--- config.mk ---
export PLATFORM = sky130hd
export DESIGN_NAME = fetch_unit
export DESIGN_NICKNAME = d
export VERILOG_FILES = /design/src/rtl/fetch_unit.sv
export SDC_FILE = /design/constraint.sdc
export NUM_CORES = 1
export LEC_CHECK = 0
export ABC_AREA = 1
export BUFFER_PORTS_ARGS = -buffer_cell sky130_fd_sc_hd__buf_2
export CORE_MARGIN = 2
export CORE_UTILIZATION = 35
export DETAILED_ROUTE_END_ITERATION = 8
export GPL_TIMING_DRIVEN = 0
export PLACE_DENSITY = 0.73
export SKIP_LAST_GASP = 1
export SYNTH_ARGS = -nofsm -noshare
export SYNTH_HDL_FRONTEND = slang
export SYNTH_SLANG_ARGS = --single-unit
--- constraint.sdc ---
create_clock -name clk -period 1.2 [get_ports clk]
set_clock_uncertainty 0.05 [all_clocks]
set_input_delay 0.24 -clock clk [delete_from_list [all_inputs] [get_ports clk]]
set_output_delay 0.24 -clock clk [all_outputs]
set_load 0.05 [all_outputs]
--- src/rtl/fetch_unit.sv ---
// Purpose: PC + instruction register feeding decode; drives async-read instruction memory. Optional: FETCH_ZERO_HALT_EN.
// Latency: address presented in cycle N, instruction valid at the output after edge N (1 cycle).
// Backpressure: if_valid/if_ready handshake; output holds while valid and not accepted; redirect squashes and overrides.
module fetch_unit #(
  parameter int                ADDR_W   = 6,
  parameter int                INSTR_W  = 17,
  parameter logic [ADDR_W-1:0] RESET_PC = '0
) (
  input  logic               clk,
  input  logic               rst_n,
  output logic [ADDR_W-1:0]  imem_addr,
  input  logic [INSTR_W-1:0] imem_instr,
  output logic               ir_enable,
  input  logic               redirect_valid,
  input  logic [ADDR_W-1:0]  redirect_pc,
  output logic               if_valid,
  input  logic               if_ready,
  output logic [INSTR_W-1:0] if_instr,
  output logic [ADDR_W-1:0]  if_pc,
  output logic [ADDR_W-1:0]  if_pc_plus1,
  output logic               halted
);

  localparam logic [ADDR_W-1:0] ONE = {{(ADDR_W-1){1'b0}}, 1'b1};

  logic [ADDR_W-1:0] pc;
  logic [ADDR_W-1:0] pc_inc;
  logic              load;
  logic              halt_blk;

`ifdef FETCH_ZERO_HALT_EN
  logic halted_q;

  // Halt latch: set when an all-zero word is loaded, cleared only by redirect or reset.
  always_ff @(posedge clk or negedge rst_n) begin
    if (!rst_n) begin
      halted_q <= 1'b0;
    end else if (redirect_valid) begin
      halted_q <= 1'b0;
    end else if (load && (imem_instr == '0)) begin
      halted_q <= 1'b1;
    end
  end

  assign halt_blk = halted_q;
  assign halted   = halted_q;
`else
  assign halt_blk = 1'b0;
  assign halted   = 1'b0;
`endif

  // Load whenever the output slot is free or being drained, unless redirected or halted.
  always_comb begin
    pc_inc    = pc + ONE;
    load      = !redirect_valid && (!if_valid || if_ready) && !halt_blk;
    ir_enable = load && rst_n;
  end

  assign imem_addr = pc;

  // PC and instruction register; redirect has priority, a stall simply holds everything.
  always_ff @(posedge clk or negedge rst_n) begin
    if (!rst_n) begin
      pc          <= RESET_PC;
      if_valid    <= 1'b0;
      if_instr    <= '0;
      if_pc       <= '0;
      if_pc_plus1 <= '0;
    end else if (redirect_valid) begin
      // Current word's handshake (if any) completes this edge; later fetches are squashed.
      pc       <= redirect_pc;
      if_valid <= 1'b0;
    end else if (load) begin
      if_instr    <= imem_instr;
      if_pc       <= pc;
      if_pc_plus1 <= pc_inc;
      pc          <= pc_inc;
      if_valid    <= 1'b1;
    end else if (if_valid && if_ready) begin
      // Only reachable while halted: the last (zero) word drains and the slot empties.
      if_valid <= 1'b0;
    end
  end

endmodule

==> out/results.ini <==
[grt]
grt_pass1_vias=1110
antenna_found_initial=0
grt_start_max_net_pins=38
grtUsageTotal=0.1556
grt_first_pass_wirelength_mm=5.306
grt_overflow=0

[worst_setup_path]
slowest_stage=dfrtp_2
path_cells=nand2_2 > nand2_4 > buf_8 > nor2_4 > buf_8
cpPeakStageDelay_ns=0.41
r2r_cells=7
critPathKind=flip-flop to output port
cpMostUsedCell=buf_8
path_max_fanout=6
r2r_slack_ns=-0.15
r2r-end=imem_addr[1]$_DFFE_PN0P_
cp.arrival_ns=1.21
end_kind=output port
worstPathRequired_ns=0.91
worstSetupStartpointType=flip-flop
reg2reg_from=if_valid$_DFFE_PN0P_

[sta]
period_share=1.246
hold_viol=36
drv_slew=0
fmax_mhz=668.7
worst_slack_ns=-0.2954
fin_setup_tns_ns=-1.159
hold_ws_ns=-0.1459
period_minus_slack_ns=1.495
setup_viol=9
rsz0062_at_grt=true

[drt]
viasPerCell=4.381
drt-initial-drc-count=38
wl_per_cell_um=11.90
vias=1310
drc=0
finalWirelength_mm=3.559
drtAntennaViolNets=0
drt_pass1_iterations=4

[clock_network]
cts_sinks=36
root_buffer=clkbuf_8
cts.path.max_buffers=2
clkTransAtPathRegs_ns=0.07
htreeDepth=2
cts_tree=yes
cts_buffers=5
clkLatencyLatePin_ns=0.28

[placement]
gp_congestion=0.8706
dpl.hpwl_mm=2.387
dpl-instance-area_um2=1886
place_ws_ns=-0.5569
portBuffers=63

[synth]
syn_nets=196
yosysTopAreaCell=dfrtp_1
syn_area_um2=1469
syn_inst=168
yosysTopAreaCellShare=0.6133
syn_area_per_cell_um2=8.744
synth_seq_cells=36
synth_cell_types=18
ys.warnings.count=0
ys_seq_area_frac=0.6133
synth_area_leaders=dfrtp_1, nand2_1, nand3_1, inv_1, buf_2

[final_layout]
layout-area-overhead-vs-synth_pct=49.40
multiInputGateArea_um2=515.5
fillers=383
finalInstanceArea_um2=2195
mostFrequentLayoutCell=nand2_1
antenna_cells=0
seq_area_um2=908.4
fin_nets=277
drive_above_1_share=0.3976
layout_common_cells=nand2_1, buf_4, dfrtp_1, buf_2, nand3_1

[floorplanning]
rows=23
die_height_um=68.79
io_pins=65
start_util=0.3646
die-area_um2=4731
die_x_um=68.79
core_um2=4029

[power_and_ir_drop]
peakVddDrop_mv=0.6553
power_mw=3.627
power_density_nw_per_um2=1653
power_leakage_nw=1.225

[outcome]
outcome=finished, violations left
violations=hold timing, setup timing

[hold_path]
worstHoldPathType=input port to async pin

[run]
drv_cap=0

[cells by family after synthesis]
family,Yosys count,share of synthesized area
compound gates,9,0.03748
xor+xnor,1,0.005964
fa+ha+maj,1,0.008517
buf+inv,17,0.05452
flops,36,0.6133
other cells,1,0.002553
simple gates,103,0.2777
[worst max-delay path, delay by kind of cell, from the launching register on]
family	cells	cell delay (ns)
buffers and inverters	2	0.28
DFF	1	0.41
and+or+nand+nor	3	0.24
[synth_stat cells (all sizes together)]
library cell	instances
nor2	3
o21a	1
buf	6
o21ai	4
nand2	89
nand3	11
conb	1
inv	11
o211ai	2
ha	1
dfrtp	36
a21oi	1
xor2	1
o21bai	1
[power breakdown]
| group | switching (mW) | internal, mW | total [mW] | leakage (nW) |
|---|---|---|---|---|
| Clock | 0.403 | 0.394 | 0.797 | 0.0410 |
| Sequential | 0.114 | 1.38 | 1.50 | 0.435 |
| Combinational | 0.908 | 0.424 | 1.33 | 0.749 |
[sequential cells by signal, indices dropped and copies added, names as in the netlist]
signal       cells
if_instr        17
if_pc            6
if_pc_plus1      6
if_valid         1
imem_addr        6
[area by class of cell]
| cell class | instances | area share |
|---|---|---|
| clock buffers | 6 | 0.03307 |
| clock inverters | 1 | 0.002281 |
| flip-flops and latches | 36 | 0.4139 |
| repair buffers | 74 | 0.2452 |
| plain buffers | 6 | 0.02338 |
| multi-input cells | 115 | 0.2349 |
| well taps | 50 | 0.02851 |
| inverters | 11 | 0.01881 |
[routing by layer]
layer / share of wire / GRT usage / routed length [µm]
met1: 0.46 / 0.2113 / 1640
met2: 0.46 / 0.2320 / 1649
met3: 0.066 / 0.05844 / 236
met4: 0.0093 / 0.04412 / 33
met5: 0 / 0 / 0
[per-stage QoR]
stage / cells / util / hold WS, ns
6_report: 299 / 0.5447 / -0.1459
5_1_grt: 299 / 0.5447 / -0.1180
4_1_cts: 293 / 0.5137 / -0.1338
3_5_place_dp: 281 / 0.4680 / 0.3320
3_3_place_gp: 281 / 0.4680 / 0.3248
2_1_floorplan: 168 / - / -0.1056
[worst max path at each step]
stage / start / end / slack, ns / depth (start not counted)
2_1_floorplan: if_valid$_DFFE_PN0P_ / ir_enable / -0.19 / 4
3_3_place_gp: rst_n / ir_enable / -0.53 / 4
4_1_cts: if_valid$_DFFE_PN0P_ / ir_enable / -0.32 / 5
3_5_place_dp: rst_n / ir_enable / -0.56 / 4
6_report: if_valid$_DFFE_PN0P_ / ir_enable / -0.30 / 5
5_1_grt: if_valid$_DFFE_PN0P_ / ir_enable / -0.35 / 5
[what timing repair did]
item	CTS	global route
setup buffers	5	6
gates resized for setup	22	50
setup endpoints to repair	10	47
cloned	0	0
pin swaps	3	2
endpoints found under the hold margin	36	36
Power figures use the tool's default switching activity.
